`src/rtl/adc_min_window_monitor_if.sv`:
```
// Control/data bundle between a controller and adc_min_window_monitor.
// Optional max-tracking signals exist only when ADC_MIN_WINDOW_MAX_EN is defined.
interface adc_min_window_monitor_if #(
  parameter int ADC_DATA_WIDTH = 8,
  parameter int WIN_CNT_WIDTH  = 24,
  parameter int WIN_NUM_WIDTH  = 16
);
  logic [ADC_DATA_WIDTH-1:0] adc_min_i;
  logic [WIN_CNT_WIDTH-1:0]  win_len_i;
  logic [ADC_DATA_WIDTH-1:0] thresh_i;
  logic                      start_i;
  logic                      stop_i;
  logic                      continuous_i;
  logic                      alarm_clr_i;
  logic                      busy_o;
  logic [ADC_DATA_WIDTH-1:0] min_hold_o;
  logic                      min_valid_o;
  logic                      alarm_o;
  logic [WIN_NUM_WIDTH-1:0]  win_num_o;
`ifdef ADC_MIN_WINDOW_MAX_EN
  logic [ADC_DATA_WIDTH-1:0] thresh_hi_i;
  logic [ADC_DATA_WIDTH-1:0] max_hold_o;
  logic                      over_alarm_o;
`endif

  modport master (
    output adc_min_i, win_len_i, thresh_i, start_i, stop_i, continuous_i, alarm_clr_i,
`ifdef ADC_MIN_WINDOW_MAX_EN
    output thresh_hi_i,
    input  max_hold_o, over_alarm_o,
`endif
    input  busy_o, min_hold_o, min_valid_o, alarm_o, win_num_o
  );

  modport slave (
    input  adc_min_i, win_len_i, thresh_i, start_i, stop_i, continuous_i, alarm_clr_i,
`ifdef ADC_MIN_WINDOW_MAX_EN
    input  thresh_hi_i,
    output max_hold_o, over_alarm_o,
`endif
    output busy_o, min_hold_o, min_valid_o, alarm_o, win_num_o
  );
endinterface

```
`src/rtl/adc_min_window_monitor.sv`:
```
// Windowed minimum of the per-clock ADC minimum stream with valid strobe, window count and
// sticky under-range alarm. Define ADC_MIN_WINDOW_MAX_EN to add windowed maximum and over-range alarm.
module adc_min_window_monitor #(
  parameter int ADC_DATA_WIDTH = 8,
  parameter int WIN_CNT_WIDTH  = 24,
  parameter int SKIP_CYCLES    = 3,
  parameter int WIN_NUM_WIDTH  = 16
) (
  input logic                     clk,
  input logic                     rst,
  adc_min_window_monitor_if.slave bus
);

  localparam int SKIP_W = (SKIP_CYCLES > 1) ? $clog2(SKIP_CYCLES + 1) : 1;

  typedef enum logic [1:0] {
    S_IDLE  = 2'd0,
    S_SKIP  = 2'd1,
    S_ACCUM = 2'd2,
    S_DONE  = 2'd3
  } state_t;

  state_t                    r_state;
  state_t                    w_next;
  logic                      w_latch;
  logic                      w_commit;
  logic [WIN_CNT_WIDTH-1:0]  w_len;
  logic                      w_alarm_set;

  logic [SKIP_W-1:0]         r_skip_cnt;
  logic [WIN_CNT_WIDTH-1:0]  r_cnt;
  logic                      r_first;
  logic [ADC_DATA_WIDTH-1:0] r_run_min;
  logic                      r_busy;
  logic [ADC_DATA_WIDTH-1:0] r_min_hold;
  logic                      r_min_valid;
  logic                      r_alarm;
  logic [WIN_NUM_WIDTH-1:0]  r_win_num;

  function automatic logic [ADC_DATA_WIDTH-1:0] f_min(input logic [ADC_DATA_WIDTH-1:0] a,
                                                      input logic [ADC_DATA_WIDTH-1:0] b);
    return (b < a) ? b : a;
  endfunction

  function automatic logic [ADC_DATA_WIDTH-1:0] f_max(input logic [ADC_DATA_WIDTH-1:0] a,
                                                      input logic [ADC_DATA_WIDTH-1:0] b);
    return (b > a) ? b : a;
  endfunction

  // A zero length would never terminate the down-counter, so it is promoted to one clock.
  assign w_len = (bus.win_len_i == '0) ? WIN_CNT_WIDTH'(1) : bus.win_len_i;

  always_ff @(posedge clk or negedge rst) begin
    if (!rst) begin
      r_state <= S_IDLE;
    end else begin
      r_state <= w_next;
    end
  end

  always_comb begin
    w_next   = r_state;
    w_latch  = 1'b0;
    w_commit = 1'b0;
    case (r_state)
      S_IDLE: begin
        if (bus.start_i) begin
          w_latch = 1'b1;
          w_next  = (SKIP_CYCLES > 0) ? S_SKIP : S_ACCUM;
        end
      end
      S_SKIP: begin
        if (bus.stop_i) begin
          w_next = S_IDLE;
        end else if (r_skip_cnt == SKIP_W'(1)) begin
          w_next = S_ACCUM;
        end
      end
      S_ACCUM: begin
        if (bus.stop_i) begin
          w_next = S_IDLE;
        end else if (r_cnt == WIN_CNT_WIDTH'(1)) begin
          w_next = S_DONE;
        end
      end
      S_DONE: begin
        // Abort outranks completion: a stop in DONE drops the window entirely.
        if (bus.stop_i) begin
          w_next = S_IDLE;
        end else begin
          w_commit = 1'b1;
          if (bus.continuous_i) begin
            w_latch = 1'b1;
            w_next  = S_ACCUM;
          end else begin
            w_next = S_IDLE;
          end
        end
      end
      default: w_next = S_IDLE;
    endcase
  end

  assign w_alarm_set = w_commit && (r_run_min < bus.thresh_i);

  always_ff @(posedge clk or negedge rst) begin
    if (!rst) begin
      r_skip_cnt <= '0;
      r_cnt      <= '0;
      r_first    <= 1'b0;
      r_run_min  <= '0;
    end else begin
      if (w_latch) begin
        r_cnt      <= w_len;
        r_skip_cnt <= SKIP_W'(SKIP_CYCLES);
        r_first    <= 1'b1;
      end else if (r_state == S_SKIP) begin
        r_skip_cnt <= r_skip_cnt - SKIP_W'(1);
      end else if (r_state == S_ACCUM) begin
        r_cnt   <= r_cnt - WIN_CNT_WIDTH'(1);
        r_first <= 1'b0;
      end
      if (r_state == S_ACCUM) begin
        r_run_min <= r_first ? bus.adc_min_i : f_min(r_run_min, bus.adc_min_i);
      end
    end
  end

  always_ff @(posedge clk or negedge rst) begin
    if (!rst) begin
      r_busy      <= 1'b0;
      r_min_hold  <= '1;
      r_min_valid <= 1'b0;
      r_alarm     <= 1'b0;
      r_win_num   <= '0;
    end else begin
      r_busy      <= (w_next != S_IDLE);
      r_min_valid <= w_commit;
      if (w_commit) begin
        r_min_hold <= r_run_min;
        r_win_num  <= r_win_num + WIN_NUM_WIDTH'(1);
      end
      if (w_alarm_set) begin
        r_alarm <= 1'b1;
      end else if (bus.alarm_clr_i) begin
        r_alarm <= 1'b0;
      end
    end
  end

  assign bus.busy_o      = r_busy;
  assign bus.min_hold_o  = r_min_hold;
  assign bus.min_valid_o = r_min_valid;
  assign bus.alarm_o     = r_alarm;
  assign bus.win_num_o   = r_win_num;

`ifdef ADC_MIN_WINDOW_MAX_EN
  logic [ADC_DATA_WIDTH-1:0] r_run_max;
  logic [ADC_DATA_WIDTH-1:0] r_max_hold;
  logic                      r_over_alarm;
  logic                      w_over_set;

  assign w_over_set = w_commit && (r_run_max > bus.thresh_hi_i);

  // Maximum path mirrors the minimum path cycle for cycle.
  always_ff @(posedge clk or negedge rst) begin
    if (!rst) begin
      r_run_max    <= '0;
      r_max_hold   <= '0;
      r_over_alarm <= 1'b0;
    end else begin
      if (r_state == S_ACCUM) begin
        r_run_max <= r_first ? bus.adc_min_i : f_max(r_run_max, bus.adc_min_i);
      end
      if (w_commit) begin
        r_max_hold <= r_run_max;
      end
      if (w_over_set) begin
        r_over_alarm <= 1'b1;
      end else if (bus.alarm_clr_i) begin
        r_over_alarm <= 1'b0;
      end
    end
  end

  assign bus.max_hold_o   = r_max_hold;
  assign bus.over_alarm_o = r_over_alarm;
`endif

endmodule
```
`src/flat_wrapper.sv`:
```
// flat-port wrapper written by rule: the top's interface ports become plain ports
module adc_min_window_monitor_flat 
#(
  parameter int ADC_DATA_WIDTH = 8,
  parameter int WIN_CNT_WIDTH  = 24,
  parameter int SKIP_CYCLES    = 3,
  parameter int WIN_NUM_WIDTH  = 16
)
  (clk, rst, bus_adc_min_i, bus_win_len_i, bus_thresh_i, bus_start_i, bus_stop_i, bus_continuous_i, bus_alarm_clr_i, bus_busy_o, bus_min_hold_o, bus_min_valid_o, bus_alarm_o, bus_win_num_o);
  adc_min_window_monitor_if #(.ADC_DATA_WIDTH(ADC_DATA_WIDTH), .WIN_CNT_WIDTH(WIN_CNT_WIDTH), .WIN_NUM_WIDTH(WIN_NUM_WIDTH)) bus_i ();
  input logic clk;
  input logic rst;
  input wire logic [$bits(bus_i.adc_min_i)-1:0] bus_adc_min_i;
  input wire logic [$bits(bus_i.win_len_i)-1:0] bus_win_len_i;
  input wire logic [$bits(bus_i.thresh_i)-1:0] bus_thresh_i;
  input wire logic [$bits(bus_i.start_i)-1:0] bus_start_i;
  input wire logic [$bits(bus_i.stop_i)-1:0] bus_stop_i;
  input wire logic [$bits(bus_i.continuous_i)-1:0] bus_continuous_i;
  input wire logic [$bits(bus_i.alarm_clr_i)-1:0] bus_alarm_clr_i;
  output wire logic [$bits(bus_i.busy_o)-1:0] bus_busy_o;
  output wire logic [$bits(bus_i.min_hold_o)-1:0] bus_min_hold_o;
  output wire logic [$bits(bus_i.min_valid_o)-1:0] bus_min_valid_o;
  output wire logic [$bits(bus_i.alarm_o)-1:0] bus_alarm_o;
  output wire logic [$bits(bus_i.win_num_o)-1:0] bus_win_num_o;
  assign bus_i.adc_min_i = bus_adc_min_i;
  assign bus_i.win_len_i = bus_win_len_i;
  assign bus_i.thresh_i = bus_thresh_i;
  assign bus_i.start_i = bus_start_i;
  assign bus_i.stop_i = bus_stop_i;
  assign bus_i.continuous_i = bus_continuous_i;
  assign bus_i.alarm_clr_i = bus_alarm_clr_i;
  assign bus_busy_o = bus_i.busy_o;
  assign bus_min_hold_o = bus_i.min_hold_o;
  assign bus_min_valid_o = bus_i.min_valid_o;
  assign bus_alarm_o = bus_i.alarm_o;
  assign bus_win_num_o = bus_i.win_num_o;
  adc_min_window_monitor #(.ADC_DATA_WIDTH(ADC_DATA_WIDTH), .WIN_CNT_WIDTH(WIN_CNT_WIDTH), .SKIP_CYCLES(SKIP_CYCLES), .WIN_NUM_WIDTH(WIN_NUM_WIDTH)) u_core (.clk(clk), .rst(rst), .bus(bus_i));
endmodule
```
`config.mk`:
```
export PLATFORM = sky130hd
export DESIGN_NAME = adc_min_window_monitor_flat
export DESIGN_NICKNAME = d
export VERILOG_FILES = /design/src/rtl/adc_min_window_monitor_if.sv /design/src/rtl/adc_min_window_monitor.sv /design/src/flat_wrapper.sv
export SDC_FILE = /design/constraint.sdc
export NUM_CORES = 1
export LEC_CHECK = 0
export BUFFER_PORTS_ARGS = -buffer_cell sky130_fd_sc_hd__buf_2
export CORE_UTILIZATION = 50
export DETAILED_ROUTE_END_ITERATION = 8
export PLACE_DENSITY = 0.74
export SYNTH_ARGS = -nofsm -noshare
export SYNTH_HDL_FRONTEND = slang
export SYNTH_SLANG_ARGS = --single-unit
export TNS_END_PERCENT = 50
```
`constraint.sdc`:
```
create_clock -name clk -period 3 [get_ports clk]
set_clock_uncertainty 0.05 [all_clocks]
set_input_delay 0.6 -clock clk [delete_from_list [all_inputs] [get_ports clk]]
set_output_delay 0.6 -clock clk [all_outputs]
set_load 0.02 [all_outputs]
```
Word level (Yosys, flattened, before mapping)
Index checks and enable logic that the tools add are counted.

Eq/ne operators: 6. Reduce and logical (&&, ||, !) cells: 10. Magnitude comparators: 2. Mux-type cells: 27. $add $sub $neg: 3.

Operator list (count): $mux W24 (4); $eq A24 B1 Y1 const B (1); $logic_not A24 Y1 (1); $sub A24 B1 Y24 const B (1); $mux W2 (9); $add A16 B1 Y16 const B (1); $lt A8 B8 Y1 (2); $mux W8 (2); $mux W1 (10); $reduce_bool A2 Y1 (5); $pmux W2 S4 (1); $eq A2 B1 Y1 const B (2); $eq A2 B2 Y1 const B (2); $reduce_and A2 Y1 (2); $logic_not A2 Y1 (1); $ne A2 B1 Y1 const B (1); $pmux W1 S2 (1); $sub A2 B1 Y2 const B (1); $logic_and A1 B1 Y1 (1).

Register bits: 64. Bits of input ports: 46. Output and inout bits: 27.

Depth between registers and ports, before layout
Depth after elaboration: 5. Gate-level depth with buffers: 8. Mapped depth without buffers: 7.

Worst setup path after synthesis
OpenSTA, ideal clock, no wires.

Kind: reg-to-reg. Start point: register u_core.r_cnt[0]. End point: register u_core.r_cnt[22]. Path buffers: 0. Arrival: 2.034 ns. Period minus slack after synthesis: 2.229 ns. Data required time: 2.805 ns. Cell stages (with the launch flop): 8. Path slack: 0.771 ns. Library setup time: 0.145 ns. Path through: dfrtp_1 inv_1 ha_1 or4b_2 nor2_1 nand2_1 o311ai_0 o211ai_1.

Word-level cells in the longest chain between the ends: 4.

RTL lines: from (decl) (line adc_min_window_monitor.sv:31) `logic [WIN_CNT_WIDTH-1:0] r_cnt;`; from (signal assigned) (line adc_min_window_monitor.sv:114) `r_cnt <= w_len;`; from (signal assigned) (line adc_min_window_monitor.sv:120) `r_cnt <= r_cnt - WIN_CNT_WIDTH'(1);`; $sub A24 B1 Y24 (line adc_min_window_monitor.sv:120); $mux W24 (line adc_min_window_monitor.sv:119) `end else if (r_state == S_ACCUM) begin`; $mux W24 (line adc_min_window_monitor.sv:117) `end else if (r_state == S_SKIP) begin`; $mux W24 (line adc_min_window_monitor.sv:113) `if (w_latch) begin`.

Every way passes these cells. The select of a mux whose other input is x is not followed. A chain may end at the register's enable or synchronous reset.

Final worst setup path
Same ends and word-level chain as after synthesis.

==> flow_summary.json <==
{
  "status": "completed",
  "syn-num-nets": 462,
  "cts-resized-gates": 0,
  "vias": 3215,
  "syn_area_per_cell_um2": 9.36,
  "async_reset_ff_share_pct": 100,
  "ys_seq_area_share_pct": 43.9,
  "max_freq_mhz": 396,
  "dp_hpwl_um": 6220,
  "layout_commonest_cell": "buf_2",
  "clkTransAtPathRegs_ns": 0.08,
  "grt_pass1_vias": 3090,
  "setup_slack_ns": 0.474,
  "drc": 0,
  "grt_pass1_wl_um": 14100,
  "drv_cap": 0,
  "clock-sinks": 64,
  "cts_setup_buffers": 0,
  "worstPathArrival_ns": 2.69,
  "stdcell_count": 568,
  "grt_remaining_overflow": 0,
  "fp-row-count": 30,
  "r2r_end": "u_core.r_cnt[22]",
  "path_cells": "inv_1, ha_1, or4b_2, nor2_1, nand2_1, o311ai_0, o211ai_1",
  "htreeDepth": 3,
  "grt_antenna_before_repair": 0,
  "clockRootBuffer": "clkbuf_8",
  "max-vdd-ir-drop_uv": 403,
  "io_pins": 73,
  "fin_setup_tns_ns": 0,
  "syn2layout_area_growth_pct": 18.6,
  "worst_pin_slew_ns": 0.940,
  "crit_buf_inv": 1,
  "hold_class": "in -> async",
  "first_pass_iters": 4,
  "synthCells": 392,
  "ant_nets": 0,
  "synth-seq-cells": 64,
  "ys.flop_type": "dfrtp_1",
  "worstRegToRegCells": 7,
  "crit_family": "simple AND/OR/NAND/NOR gates",
  "hold_buffers": 0,
  "slowest_delay_ns": 0.69,
  "cp.required_ns": 3.17,
  "max_slew_margin_pct": 37.3,
  "die_h_um": 87.7,
  "nNetsFinal": 537,
  "fin_crit_ns": 2.53,
  "synth_edf_count": 0,
  "start_util_pct": 52.9,
  "yosys_warnings": 0,
  "setup.worst_path.start_class": "register",
  "drt_iter0_markers": 159,
  "portBuffers": 72,
  "path_max_fanout": 6,
  "core_area_um2": 6940,
  "rsz0062_at_grt": "false",
  "insertion_delay_ns": 0.35,
  "wire_per_inst_um": 14.9,
  "die_x_um": 87.7,
  "fin_hold_ws_ns": 0.231,
  "hold_viol_final": 0,
  "dieArea_um2": 7690,
  "synth_cell_type_count": 52,
  "place_inst": 552,
  "r2r_setup_slack_ns": 0.47,
  "p_leak_uw": 0.00201,
  "final_cell_mix": "buf_2 (72), dfrtp_1 (56), nand2_1 (42)",
  "final_max_slew_viol_count": 0,
  "vias_per_cell": 5.66,
  "setup_viol": 0,
  "worstSetupPathDepth": 7,
  "syn_area_um2": 3670,
  "fin_crit_sh_pct": 84.2,
  "powerDensity_nw_per_um2": 907,
  "routed_wl_um": 8470,
  "cts.path.max_buffers": 2,
  "crit_path_top_delay_cell": "or4b_2",
  "crit_path_end_kind": "register",
  "cts_tree": "yes",
  "cts_buffers": 9,
  "drive_gt1_share_pct": 25.0,
  "dp_slack_ns": 0.520,
  "place.gp.congestion": 0.861,
  "path_class": "reg -> reg",
  "grt_use_total_pct": 24.0,
  "grt_max_degree": 39,
  "antennaDiodeCount": 0,
  "regToRegStartpoint": "u_core.r_cnt[0]"
}
## state kept, by name (all words and copies together) (netlist names), 2 cells and up
signal,cells
u_core.bus.win_num_o,16
u_core.r_skip_cnt,2
u_core.r_cnt,24
u_core.r_run_min,8
u_core.r_state,2
u_core.bus.min_hold_o,8
## worst reg2reg max path, delay by kind of cell, from the launching register on
kind                     cells  cell delay, ns
AND/OR/NAND/NOR              3            1.13
flip-flops                   1            0.42
AO/OA/AOI/OAI                2            0.42
adder cells (fa/ha/maj)      1            0.26
buffers and inverters        1            0.11
## power breakdown
group / internal (µW) / leakage (µW) / switching [µW]
clock network: 383 / 0.0000952 / 357
registers: 1210 / 0.000771 / 292
logic: 706 / 0.00115 / 1000
total: 2300 / 0.00201 / 1650
## cell families (layout without fill, tap and decap cells)
kind of cell / Yosys count / after routing / synth area share, %
AOI/OAI and AO/OA: 104 / 104 / 18.9
xor gates and xnor gates: 16 / 16 / 3.82
adders and majority gates: 24 / 24 / 8.18
buffers and inverters: 41 / 121 / 4.19
DFF: 64 / 64 / 43.9
muxes: 9 / 9 / 2.73
and+or+nand+nor: 134 / 134 / 18.2
## worst max-delay path by stage
stage                          from  slack [ns]          endpoint
finish              u_core.r_cnt[0]        0.47  u_core.r_cnt[22]
floorplan           u_core.r_cnt[0]        0.77  u_core.r_cnt[22]
CTS                 u_core.r_cnt[1]        0.50  u_core.r_cnt[22]
detailed placement  u_core.r_cnt[0]        0.52  u_core.r_cnt[22]
global placement    u_core.r_cnt[0]        0.64  u_core.r_cnt[22]
global route        u_core.r_cnt[0]        0.33  u_core.r_cnt[22]
## layout make-up
class / count / area [µm²]
Fill cell: 592 / 2590
Multi-Input combinational cell: 287 / 1910
Sequential cell: 64 / 1610
Timing Repair Buffer: 78 / 418
Clock buffer: 9 / 124
Tap cell: 96 / 120
Inverter: 27 / 101
Clock inverter: 7 / 72.6
## per-stage QoR
step                      power, µW  instance area [µm²]  utilization [%]
after floorplan                2720                 3670                -
after global placement         3150                 4160             59.9
after detailed placement       3210                 4160             59.9
after CTS                      3960                 4350             62.7
after global routing           4280                 4350             62.7
final                          3950                 4350             62.7
## synthesized netlist by cell type, types with 3 or more instances
| library cell | n | area [µm²] |
|---|---|---|
| nor4_1 | 10 | 62.6 |
| nand4_1 | 10 | 62.6 |
| ha_1 | 24 | 300 |
| nand2_1 | 42 | 158 |
| o311ai_0 | 4 | 35.0 |
| a21o_1 | 3 | 22.5 |
| o21a_1 | 6 | 45.0 |
| inv_1 | 27 | 101 |
| and3_1 | 3 | 18.8 |
| mux2_2 | 8 | 90.1 |
| o21ai_0 | 30 | 150 |
| o22a_1 | 4 | 35.0 |
| o211ai_1 | 4 | 30.0 |
| clkbuf_1 | 14 | 52.6 |
| a41oi_1 | 5 | 43.8 |
| xnor2_1 | 12 | 105 |
| a21oi_1 | 21 | 105 |
| nand2b_1 | 4 | 25.0 |
| nor2_1 | 27 | 101 |
| dfstp_2 | 8 | 210 |
| a32oi_1 | 5 | 43.8 |
| xor2_1 | 4 | 35.0 |
| nand3_1 | 9 | 45.0 |
| dfrtp_1 | 56 | 1400 |
| nor3_1 | 12 | 60.1 |
## per-layer routing
metal	vias to the layer above	part of all wire (%)	track usage, %
li1	1583	-	-
met1	1517	46	31.3
met2	106	47	40.6
met3	9	5.8	3.96
met4	0	1.2	8.35
met5	-	0	0
Note: power is estimated with default switching activity, not from simulation.
